===== src/rtl/base_tag_freelist_pkg.sv =====
// base_tag_freelist_pkg: shared depth helper and INIT/RUN state encoding for the tag free list.
package base_tag_freelist_pkg;
  localparam logic INIT = 1'b0;
  localparam logic RUN = 1'b1;
  function automatic int tag_depth(input int aw);
    return 1 << aw;
  endfunction
endpackage


===== src/rtl/base_tag_freelist_fifo.sv =====
// base_tag_fifo: register-array FIFO of tags with head data and occupancy count, no bypass.
module base_tag_fifo
  import base_tag_freelist_pkg::*;
#(
  parameter int a_width = 4
) (
  input  logic               clk,
  input  logic               reset,
  input  logic               i_push,
  input  logic [a_width-1:0] i_push_data,
  input  logic               i_pop,
  output logic [a_width-1:0] o_head,
  output logic [a_width:0]   o_count
);
  localparam int DEPTH = tag_depth(a_width);
  localparam logic [a_width:0] FULL = {1'b1, {a_width{1'b0}}};
  localparam logic [a_width-1:0] ONE = {{(a_width-1){1'b0}}, 1'b1};
  logic [a_width-1:0] r_mem [DEPTH];
  logic [a_width-1:0] r_head, r_tail;
  logic [a_width:0]   r_count;
  logic               w_push, w_pop;
  assign w_pop   = i_pop & (r_count != '0);
  assign w_push  = i_push & ((r_count != FULL) | w_pop);
  assign o_head  = r_mem[r_head];
  assign o_count = r_count;
  always_ff @(posedge clk) begin
    if (reset) begin
      for (int i = 0; i < DEPTH; i++) r_mem[i] <= '0;
      r_head  <= '0;
      r_tail  <= '0;
      r_count <= '0;
    end else begin
      if (w_push) begin
        r_mem[r_tail] <= i_push_data;
        r_tail        <= r_tail + ONE;
      end
      if (w_pop) r_head <= r_head + ONE;
      r_count <= r_count + {{a_width{1'b0}}, w_push} - {{a_width{1'b0}}, w_pop};
    end
  end
endmodule


===== src/rtl/base_tag_freelist.sv =====
// base_tag_freelist: free-list tag allocator driving a valid-bit array's set/reset ports.
// Define BASE_TAG_FREELIST_CHK_EN to track in-use tags and drop double frees.
module base_tag_freelist
  import base_tag_freelist_pkg::*;
#(
  parameter int a_width = 4
) (
  input  logic               clk,
  input  logic               reset,
  output logic               o_alloc_v,
  input  logic               i_alloc_r,
  output logic [a_width-1:0] o_alloc_tag,
  input  logic               i_free_v,
  input  logic [a_width-1:0] i_free_tag,
  output logic               o_set_v,
  output logic [a_width-1:0] o_set_a,
  output logic               o_rst_v,
  output logic [a_width-1:0] o_rst_a,
  output logic [a_width:0]   o_free_cnt,
  output logic               o_init_done,
  output logic               o_err
);
  localparam int DEPTH = tag_depth(a_width);
  localparam logic [a_width:0] FULL = {1'b1, {a_width{1'b0}}};
  localparam logic [a_width-1:0] ONE = {{(a_width-1){1'b0}}, 1'b1};
  logic               r_state, w_state_nxt;
  logic [a_width-1:0] r_init_cnt, w_head, w_push_data;
  logic [a_width:0]   w_count;
  logic               w_accept, w_free_ok, w_push;
  logic               r_set_v, r_rst_v, r_err;
  logic [a_width-1:0] r_set_a, r_rst_a;
  assign o_alloc_v   = (r_state == RUN) & (w_count != '0);
  assign o_alloc_tag = w_head;
  assign o_free_cnt  = w_count;
  assign o_init_done = (r_state == RUN);
  assign o_set_v     = r_set_v;
  assign o_set_a     = r_set_a;
  assign o_rst_v     = r_rst_v;
  assign o_rst_a     = r_rst_a;
  assign o_err       = r_err;
  assign w_accept    = o_alloc_v & i_alloc_r;
`ifdef BASE_TAG_FREELIST_CHK_EN
  localparam logic [DEPTH-1:0] BIT0 = {{(DEPTH-1){1'b0}}, 1'b1};
  logic [DEPTH-1:0] r_inuse;
  // The in-use check uses last cycle's vector, so allocating and freeing one tag together is a double free.
  assign w_free_ok = (r_state == RUN) & i_free_v & ((w_count != FULL) | w_accept) & r_inuse[i_free_tag];
  always_ff @(posedge clk) begin
    if (reset) r_inuse <= '0;
    else r_inuse <= (r_inuse | (w_accept ? BIT0 << w_head : '0)) & ~(w_free_ok ? BIT0 << i_free_tag : '0);
  end
`else
  assign w_free_ok = (r_state == RUN) & i_free_v & ((w_count != FULL) | w_accept);
`endif
  assign w_push      = (r_state == INIT) | w_free_ok;
  assign w_push_data = (r_state == INIT) ? r_init_cnt : i_free_tag;
  always_comb w_state_nxt = ((r_state == INIT) && (r_init_cnt == '1)) ? RUN : r_state;
  always_ff @(posedge clk) begin
    if (reset) begin
      r_state    <= INIT;
      r_init_cnt <= '0;
      r_set_v    <= 1'b0;
      r_set_a    <= '0;
      r_rst_v    <= 1'b0;
      r_rst_a    <= '0;
      r_err      <= 1'b0;
    end else begin
      r_state    <= w_state_nxt;
      if (r_state == INIT) r_init_cnt <= r_init_cnt + ONE;
      r_set_v    <= w_accept;
      r_set_a    <= w_head;
      r_rst_v    <= w_free_ok;
      r_rst_a    <= i_free_tag;
      r_err      <= r_err | (i_free_v & ~w_free_ok);
    end
  end
  base_tag_fifo #(.a_width(a_width)) u_fifo (
    .clk        (clk),
    .reset      (reset),
    .i_push     (w_push),
    .i_push_data(w_push_data),
    .i_pop      (w_accept),
    .o_head     (w_head),
    .o_count    (w_count)
  );
endmodule


===== config.mk =====
export PLATFORM = sky130hd
export DESIGN_NAME = base_tag_freelist
export DESIGN_NICKNAME = d
export VERILOG_FILES = /design/src/rtl/base_tag_freelist_pkg.sv /design/src/rtl/base_tag_freelist_fifo.sv /design/src/rtl/base_tag_freelist.sv
export SDC_FILE = /design/constraint.sdc
export NUM_CORES = 1
export LEC_CHECK = 0
export ABC_AREA = 1
export CAP_MARGIN = 15
export CORE_MARGIN = 4
export CORE_UTILIZATION = 50
export CTS_CLUSTER_SIZE = 10
export DETAILED_ROUTE_END_ITERATION = 16
export PLACE_DENSITY = 0.71
export SYNTH_ARGS = -nofsm -noshare
export SYNTH_HDL_FRONTEND = slang
export SYNTH_SLANG_ARGS = --single-unit
export TNS_END_PERCENT = 1

===== constraint.sdc =====
create_clock -name clk -period 2.66 [get_ports clk]
set_input_delay 0.532 -clock clk [delete_from_list [all_inputs] [get_ports clk]]
set_output_delay 0.532 -clock clk [all_outputs]
set_load 0.02 [all_outputs]

==> flow_metrics.env, run 1 <==
export IMPL_wl_per_cell_um=14.0
export IMPL_ant_nets=0
export IMPL_clock_power_share_pct=27.1
export IMPL_switching_share_pct=30.2
export IMPL_root_buffer="clkbuf_8"
export IMPL_via_per_inst=5.15
export IMPL_path_max_fanout=3
export IMPL_cts_sinks=97
export IMPL_synth_distinct_cells=29
export IMPL_seqPwrFrac_pct=49.1
export IMPL_final_common_cell="nor2_1"
export IMPL_pre_cts_ws_ps=-18.0
export IMPL_syn_nets=534
export IMPL_powerDensity_nw_per_um2=703
export IMPL_yosysWarnings=0
export IMPL_final_util_pct=60.1
export IMPL_track_usage_pct=19.1
export IMPL_finalCritPeriodShare_pct=92.0
export IMPL_final_setup_tns_ps=0
export IMPL_slew_viol_final=0
export IMPL_globalplace_congestion=0.797
export IMPL_syn_area_um2=4530
export IMPL_final_setup_viol_count=0
export IMPL_stdcell_count=667
export IMPL_place_inst=651
export IMPL_design_area_um2=5270
export IMPL_drt_iter0_drc=197
export IMPL_h_tree_depth=3
export IMPL_postLayoutSetupSlackWorst_ps=214
export IMPL_critPathKind="flip-flop to primary output"
export IMPL_port_buffers=29
export IMPL_synth_area_per_cell_um2=8.84
export IMPL_syn2layout_area_growth_pct=16.2
export IMPL_grt_max_degree=37
export IMPL_skew_ps=8.51
export IMPL_dieArea_um2=10700
export IMPL_post_dp_cell_area_um2=5040
export IMPL_nNetsFinal=575
export IMPL_max_slew_margin_rel_pct=45.5
export IMPL_ctsHoldBuffers=0
export IMPL_drtPass1Iterations=4
export IMPL_fp_dieW_um=103
export IMPL_worst_pin_slew_ps=817
export IMPL_drc=0
export IMPL_dieHeight_um=103
export IMPL_max_cap_violations=0
export IMPL_clock_latency_ps=360
export IMPL_grt_overflow_total=0
export IMPL_rows=34
export IMPL_tritoncts="done"
export IMPL_numCtsBuffers=9
export IMPL_cts_setup_buffers=0
export IMPL_start_kind="flip-flop"
export IMPL_core_area_um2=8760
export IMPL_p_leak_nw=2.21
export IMPL_irDropWorstVdd_v=0.000382
export IMPL_cp_end_kind="primary output"
export IMPL_grt_pass1_vias=3327
export IMPL_vias=3436
export IMPL_hold_viol=0
export IMPL_postSynthCellCount=513
export IMPL_ys_ff_latch=97
export IMPL_seq_area_frac_synth_pct=57.0
export IMPL_holdWs_ps=458
export IMPL_wirelength_um=9350
export IMPL_antenna_found_initial=0
export IMPL_p_sw_mw=1.12
export IMPL_combPwrFrac_pct=23.8
export IMPL_hold_class="flip-flop to flip-flop"
export IMPL_p_int_mw=2.59
export IMPL_cts_buffer_depth=2
export IMPL_period_minus_slack_ps=2450
export IMPL_status="complete, no violations"
export IMPL_diodes=0
export IMPL_fmax_ghz=0.409
export IMPL_p_total_mw=3.70
export IMPL_cp_required_ps=2130
export IMPL_io_pins=30
export IMPL_clkTransAtPathRegs_ps=90
export IMPL_hpwl_um=6640
export IMPL_arrival_ps=1910
export IMPL_drive_above_1_share_pct=9.30
export IMPL_grt_first_pass_wirelength_um=15600
export IMPL_final_cell_mix="nor2_1 (126), nand2_1 (118), edfxtp_1 (64), inv_1 (40), dfxtp_1 (33)"
export IMPL_initial_core_util_pct=51.7
==> critical path, cell delays in order, from the launching register on <==
cell             delay (ps)
dfxtp_1                 360
inv_1                    70
ha_1                    190
nand2_1                  90
nor2_2                   60
nand2_1                  90
nand2_1                  50
inv_1                    50
clkdlybuf4s50_1         590
==> registers in the layout (all words and copies together) (netlist names), named ones only <==
name and count:
u_fifo.r_mem 64, u_fifo.o_count 5, o_rst_a 4, o_set_a 4, r_init_cnt 4, u_fifo.r_head 4, u_fifo.r_tail 4, o_err 1
o_init_done 1, o_rst_v 1, o_set_v 1
==> path summary, 6_finish.rpt <==
path | start | endpoint | slack (ps) | depth (start not counted)
worst max-delay path | u_fifo.o_count[2] | o_alloc_v | 210 | 8
worst min-delay path | o_err | o_err | 460 | 2
worst max register to register | u_fifo.o_count[2] | u_fifo.o_count[4] | 240 | 15
worst min register to register | o_err | o_err | 460 | 2
==> power by group through the flow <==
stage	registers (mW)	clock network, mW	logic, mW
after CTS	1.82	1.02	0.866
after global placement	1.85	0	0.853
final	1.82	1.00	0.881
after global routing	1.84	1.09	0.989
after floorplan	1.89	0	0.536
after detailed placement	1.85	0	0.871
==> Yosys cell counts (all sizes together) <==
library cell | n | area, µm²
nand2 | 128 | 551
nor2 | 128 | 497
edfxtp | 64 | 1920
inv | 41 | 154
dfxtp | 33 | 661
nand3 | 30 | 150
o21ai | 22 | 114
a21oi | 15 | 75.1
ha | 12 | 150
clkbuf | 10 | 37.5
buf | 9 | 57.6
o211ai | 7 | 57.6
xor2 | 5 | 43.8
clkinv | 2 | 7.51
nor3 | 2 | 10.0
a31oi | 1 | 6.26
fa | 1 | 20.0
nand4 | 1 | 6.26
nor3b | 1 | 7.51
o31ai | 1 | 7.51
==> timing repair <==
action,CTS,global route
setup endpoints to repair,4,1
resized for setup,5,3
pin swaps,0,1
==> layer usage <==
| layer | share of wire (%) | vias up | track usage (%) |
|---|---|---|---|
| li1 | - | 1732 | - |
| met1 | 45 | 1587 | 25.4 |
| met2 | 47 | 99 | 31.2 |
| met3 | 5.7 | 18 | 2.95 |
| met4 | 2.5 | 0 | 8.27 |
| met5 | 0 | - | 0 |
==> cells by family after synthesis <==
family / Yosys count / synth area share, %
AO/OA/AOI/OAI: 46 / 5.74
XOR/XNOR: 5 / 0.966
adder cells (fa/ha/maj): 13 / 3.75
buffers and inverters: 62 / 5.66
flip-flops: 97 / 57.0
AND/OR/NAND/NOR: 290 / 26.9
==> layout make-up <==
cell class | count | area (µm²)
timing repair buffer | 49 | 464
fill | 775 | 3490
inverter | 43 | 161
sequential | 97 | 2580
clock buffer | 14 | 205
tap | 108 | 135
multi-input combinational | 354 | 1710
clock inverter | 2 | 13.8
Note: power is estimated with default switching activity, not from simulation.
==> run 2, diff against run 1 <==
--- a/config.mk
+++ b/config.mk
@@ -7,11 +7,11 @@
 export LEC_CHECK = 0
 export ABC_AREA = 1
 export CAP_MARGIN = 15
-export CORE_MARGIN = 4
 export CORE_UTILIZATION = 50
 export CTS_CLUSTER_SIZE = 10
 export DETAILED_ROUTE_END_ITERATION = 16
 export PLACE_DENSITY = 0.71
+export SLEW_MARGIN = 10
 export SYNTH_ARGS = -nofsm -noshare
 export SYNTH_HDL_FRONTEND = slang
 export SYNTH_SLANG_ARGS = --single-unit
==> run 2 against run 1 <==
  * Non-clock buffer count down 1
  * Core utilization shrank 0.17 points
  * Clock power shrank 9%
  * First-iteration DRC count fell by 53%
  * Final cell count shrank 0.15%
  * Worst setup slack worse by 6.0 ps
  * Register-to-register slack got worse by 30 ps
  * Largest cell class unchanged
  * Highest routed layer unchanged
==> flow_metrics.env, run 2 (synthesized netlist as in run 1, its figures left out) <==
export IMPL_status="complete, no violations"
export IMPL_skew_ps=10.9
export IMPL_worst_pin_slew_ps=487
export IMPL_final_common_cell="nor2_1"
export IMPL_final_cell_mix="nor2_1 (126), nand2_1 (118), edfxtp_1 (64), inv_1 (40), dfxtp_1 (32)"
export IMPL_start_kind="flip-flop"
export IMPL_design_area_um2=5250
export IMPL_fmax_ghz=0.408
export IMPL_antenna_found_initial=0
export IMPL_drive_above_1_share_pct=9.32
export IMPL_vias=3420
export IMPL_hold_class="flip-flop to flip-flop"
export IMPL_rows=34
export IMPL_postLayoutSetupSlackWorst_ps=208
export IMPL_rsz0062_at_grt="no"
export IMPL_globalplace_congestion=0.841
export IMPL_drtPass1Iterations=5
export IMPL_port_buffers=29
export IMPL_dieHeight_um=97.2
export IMPL_switching_share_pct=31.4
export IMPL_hold_depth=2
export IMPL_drc=0
export IMPL_pre_cts_ws_ps=-101
export IMPL_syn2layout_area_growth_pct=15.9
export IMPL_initial_core_util_pct=51.7
export IMPL_p_int_mw=2.51
export IMPL_max_cap_violations=0
export IMPL_r2r_slack_ps=210
export IMPL_grt_overflow_total=0
export IMPL_nNetsFinal=574
export IMPL_numCtsBuffers=9
export IMPL_cp_required_ps=2920
export IMPL_ant_nets=0
export IMPL_p_leak_nw=2.20
export IMPL_slew_viol_final=0
export IMPL_top_register="u_fifo.r_mem"
export IMPL_track_usage_pct=20.8
export IMPL_hold_path_startpoint="o_err"
export IMPL_dieArea_um2=9450
export IMPL_via_per_inst=5.14
export IMPL_io_pins=30
export IMPL_ctsHoldBuffers=0
export IMPL_reg2reg_to="u_fifo.o_count[4]"
export IMPL_root_buffer="clkbuf_8"
export IMPL_fp_dieW_um=97.2
export IMPL_grt_max_degree=37
export IMPL_grt_first_pass_wirelength_um=15500
export IMPL_cts_sinks=97
export IMPL_place_inst=649
export IMPL_finalCritPeriodShare_pct=92.2
export IMPL_period_minus_slack_ps=2450
export IMPL_powerDensity_nw_per_um2=696
export IMPL_arrival_ps=2710
export IMPL_seqPwrFrac_pct=49.7
export IMPL_tritoncts="done"
export IMPL_drt_iter0_drc=92
export IMPL_p_total_mw=3.66
export IMPL_stdcell_count=666
export IMPL_h_tree_depth=3
export IMPL_r2r_start="u_fifo.o_count[2]"
export IMPL_diodes=0
export IMPL_final_setup_tns_ps=0
export IMPL_hold_viol=0
export IMPL_max_slew_margin_rel_pct=67.4
export IMPL_critPathKind="flip-flop to flip-flop"
export IMPL_core_area_um2=8760
export IMPL_wl_per_cell_um=13.9
export IMPL_wirelength_um=9250
export IMPL_clock_latency_ps=350
export IMPL_hpwl_um=6590
export IMPL_grt_pass1_vias=3315
export IMPL_post_dp_cell_area_um2=5050
export IMPL_largest_reg_flops=64
export IMPL_path_max_fanout=3
export IMPL_cts_buffer_depth=2
export IMPL_irDropWorstVdd_v=0.000488
export IMPL_rr_worst_depth=15
export IMPL_clock_power_share_pct=25.0
export IMPL_clkTransAtPathRegs_ps=100
export IMPL_worstHoldEndpoint="o_err"
export IMPL_cp_end_kind="flip-flop"
export IMPL_p_sw_mw=1.15
export IMPL_final_setup_viol_count=0
export IMPL_combPwrFrac_pct=25.2
## run 2: changes by cell type in the layout (fill, tap and decap cells not counted), moves of 2 or more
cell	previous run	this run
clkbuf_8	11	9
buf_12	2	4
buf_4	17	14
inv_4	0	2
## run 2: cell type report
cell class,instances,area [µm²]
multi-input combinational,354,1710
clock buffer,11,153
tap,108,135
inverter,43,161
timing repair buffer,48,482
clock inverter,5,33.8
sequential,97,2580
fill,757,3510
## run 2: power groups by stage
stage / combinational (mW) / clock, mW / sequential (mW)
floorplan: 0.536 / 0 / 1.89
global placement: 0.859 / 0 / 1.85
detailed placement: 0.881 / 0 / 1.85
CTS: 0.875 / 0.923 / 1.82
global route: 1.03 / 0.980 / 1.84
finish: 0.924 / 0.915 / 1.82
## run 2: critical path: stages (launching register included)
cell and delay (ps):
dfxtp_2 340, inv_1 80, ha_1 170, nand2_1 70, nor2_2 120, nand2_1 80, nand3_1 100, inv_1 70
ha_1 270, inv_1 60, ha_1 160, inv_1 60, fa_2 340, o31ai_2 220, buf_4 150, a21oi_1 50
## run 2: metrics by stage
step / hold WS (ps) / util, %
floorplan: 467 / -
global placement: 439 / 57.6
detailed placement: 450 / 57.6
CTS: 466 / 59.7
global route: 483 / 60.0
finish: 457 / 60.0
## run 2: worst max-delay path by stage
stage,startpoint,slack [ps],to
after floorplan,u_fifo.o_count[2],70,u_fifo.o_count[4]
after global placement,i_alloc_r,40,u_fifo.o_count[4]
after detailed placement,i_alloc_r,-100,u_fifo.o_count[4]
after CTS,u_fifo.o_count[2],7,u_fifo.o_count[4]
after global routing,u_fifo.o_count[2],20,u_fifo.o_count[4]
final,u_fifo.o_count[2],210,u_fifo.o_count[4]
## run 2: repair_timing
action                     4_1_cts  5_1_grt
setup endpoints to repair        4        1
hold endpoints to repair         0        0
pin swaps                        0        1
resized for setup                5        5
cloned                           0        0
setup buffers                    0        1
## run 2: per-layer routing
metal / GRT usage [%] / routed length, µm / part of all wire (%) / up-vias
met4: 7.69 / 107 / 1.2 / 0
met5: 0 / 0 / 0 / -
met1: 27.7 / 4040 / 44 / 1586
met3: 4.17 / 600 / 6.5 / 9
met2: 34.0 / 4500 / 49 / 93
li1: - / - / - / 1732
==> run 3, diff against run 2 <==
--- a/config.mk
+++ b/config.mk
@@ -10,7 +10,9 @@
 export CORE_UTILIZATION = 50
 export CTS_CLUSTER_SIZE = 10
 export DETAILED_ROUTE_END_ITERATION = 16
+export GPL_TIMING_DRIVEN = 1
 export PLACE_DENSITY = 0.71
+export SKIP_CTS_REPAIR_TIMING = 1
 export SLEW_MARGIN = 10
 export SYNTH_ARGS = -nofsm -noshare
 export SYNTH_HDL_FRONTEND = slang
==> constraint.sdc (replaced) <==
create_clock -name clk -period 2.92 [get_ports clk]
set_input_delay 0.584 -clock clk [delete_from_list [all_inputs] [get_ports clk]]
set_output_delay 0.584 -clock clk [all_outputs]
set_load 0.02 [all_outputs]
==> run 3 against run 2 <==
  * Clock-buffer cell count did not move
  * Power decreased by 10%
  * Highest routed layer unchanged
  * Via count barely moved
  * Flip-flop and latch count unchanged
  * Register-to-register slack better by 160 ps
  * Cell area decreased by 0.95%
==> flow_metrics.env, run 3 (synthesized netlist as in run 1, its figures left out) <==
export IMPL_status="complete, no violations"
export IMPL_dieHeight_um=97.2
export IMPL_wl_met2_um=4390
export IMPL_start_kind="flip-flop"
export IMPL_p_sw_mw=1.02
export IMPL_hold_depth=2
export IMPL_p_leak_nw=2.16
export IMPL_ant_nets=0
export IMPL_rr_worst_depth=15
export IMPL_stdcell_count=662
export IMPL_cpPeakStageDelay_ps=590
export IMPL_largest_reg_flops=64
export IMPL_cp_required_ps=2340
export IMPL_finalCritPeriodShare_pct=95.2
export IMPL_p_int_mw=2.27
export IMPL_fmax_ghz=0.360
export IMPL_max_cap_violations=0
export IMPL_h_tree_depth=3
export IMPL_r2r_start="u_fifo.o_count[2]"
export IMPL_cp_end_kind="primary output"
export IMPL_place_inst=645
export IMPL_fill_cells=780
export IMPL_top_register="u_fifo.r_mem"
export IMPL_worst_pin_slew_ps=720
export IMPL_initial_core_util_pct=51.7
export IMPL_wl_met1_um=4110
export IMPL_top_layer_used="met4"
export IMPL_rows=34
export IMPL_globalplace_congestion=0.819
export IMPL_holdWs_ps=475
export IMPL_max_slew_margin_rel_pct=52.0
export IMPL_hold_class="flip-flop to flip-flop"
export IMPL_grt_first_pass_wirelength_um=15100
export IMPL_drc=0
export IMPL_via_per_inst=5.16
export IMPL_path_max_fanout=36
export IMPL_nNetsFinal=570
export IMPL_hold_viol=0
export IMPL_drtPass1Iterations=4
export IMPL_vias=3417
export IMPL_final_util_pct=59.4
export IMPL_clock_latency_ps=360
export IMPL_period_minus_slack_ps=2780
export IMPL_crit_chain="buf_12 > nor2_1 > nor2_1 > o21ai_0 > nand3_1 > nand3_1 > nand2_1 > clkdlybuf4s50_1"
export IMPL_wl_per_cell_um=13.9
export IMPL_core_area_um2=8760
export IMPL_final_setup_viol_count=0
export IMPL_track_usage_pct=20.4
export IMPL_fp_dieW_um=97.2
export IMPL_drt_iter0_drc=118
export IMPL_slew_viol_final=0
export IMPL_p_total_mw=3.28
export IMPL_root_buffer="clkbuf_8"
export IMPL_diodes=0
export IMPL_hold_path_startpoint="o_err"
export IMPL_r2r_slack_ps=370
export IMPL_powerDensity_nw_per_um2=631
export IMPL_irDropWorstVdd_v=0.000369
export IMPL_wl_met3_um=556
export IMPL_critPathSlowestCell="clkdlybuf4s50_1"
export IMPL_drive_above_1_share_pct=8.30
export IMPL_hpwl_um=6540
export IMPL_final_cell_mix="nor2_1 (127), nand2_1 (118), edfxtp_1 (64), inv_1 (40), dfxtp_1 (33)"
export IMPL_io_pins=30
export IMPL_clkTransAtPathRegs_ps=90
export IMPL_syn2layout_area_growth_pct=14.8
export IMPL_grt_max_degree=37
export IMPL_wirelength_um=9220
export IMPL_critPathKind="flip-flop to primary output"
export IMPL_grt_overflow_total=0
export IMPL_multi_input_area_um2=1700
export IMPL_tritoncts="done"
export IMPL_final_common_cell="nor2_1"
export IMPL_dieArea_um2=9450
export IMPL_combPwrFrac_pct=23.6
export IMPL_arrival_ps=2200
export IMPL_numCtsBuffers=9
export IMPL_seqPwrFrac_pct=50.3
export IMPL_skew_ps=15.3
export IMPL_antenna_found_initial=0
export IMPL_worstHoldEndpoint="o_err"
export IMPL_switching_share_pct=31.0
export IMPL_grt_pass1_vias=3267
export IMPL_cts_sinks=97
export IMPL_clock_power_share_pct=26.1
export IMPL_register_area_um2=2580
export IMPL_port_buffers=29
export IMPL_reg2reg_to="u_fifo.o_count[4]"
export IMPL_cts_buffer_depth=2
-- run 3: cell types whose count changed in the layout (fill, tap and decap cells not counted), moves of 2 or more --
cell,before,now
clkdlybuf4s50_1,25,29
dlygate4sd2_1,4,0
buf_12,4,2
clkinv_4,0,2
-- run 3: final cells by class --
| cell class | count | share of cell area, % |
|---|---|---|
| tap | 108 | 2.60 |
| clock inverter | 5 | 0.673 |
| multi-input combinational | 354 | 32.6 |
| inverter | 43 | 3.17 |
| sequential | 97 | 49.6 |
| timing repair buffer | 44 | 8.22 |
| clock buffer | 11 | 3.13 |
-- run 3: power groups by stage --
stage	Sequential, mW	Clock [mW]	Combinational, mW
6_report	1.65	0.859	0.774
3_3_place_gp	1.68	0	0.763
3_5_place_dp	1.69	0	0.780
4_1_cts	1.65	0.870	0.783
2_1_floorplan	1.72	0	0.488
5_1_grt	1.67	0.913	0.874
-- run 3: critical path, delay by kind of cell (launching register included) --
kind                   cells  cell delay (ps)
and+or+nand+nor            5              480
AOI/OAI and AO/OA          1               90
buffers and inverters      2              810
DFF                        1              440
-- run 3: metal layers --
metal	GRT usage, %	vias up
li1	-	1727
met5	0	-
met3	4.96	16
met1	26.7	1573
met2	33.6	101
met4	6.67	0
-- run 3: stage by stage --
step | instance area [µm²] | setup WS, ps | setup TNS [ps]
4_1_cts | 5180 | 35.7 | 0
3_5_place_dp | 4980 | 156 | 0
5_1_grt | 5200 | -2.47 | -2.47
6_report | 5200 | 140 | 0
2_1_floorplan | 4530 | 327 | 0
3_3_place_gp | 4980 | 222 | 0
-- run 3: worst max-delay path by stage --
stage,slack (ps),start,cells past startpoint,endpoint
after floorplan,330,u_fifo.o_count[2],15,u_fifo.o_count[4]
after global placement,220,i_alloc_r,11,u_fifo.o_count[4]
after detailed placement,160,i_alloc_r,11,u_fifo.o_count[4]
after CTS,40,flip-flop,9,o_alloc_tag[0]
after global routing,-2,flip-flop,8,o_alloc_tag[0]
final,140,flip-flop,8,o_alloc_tag[3]
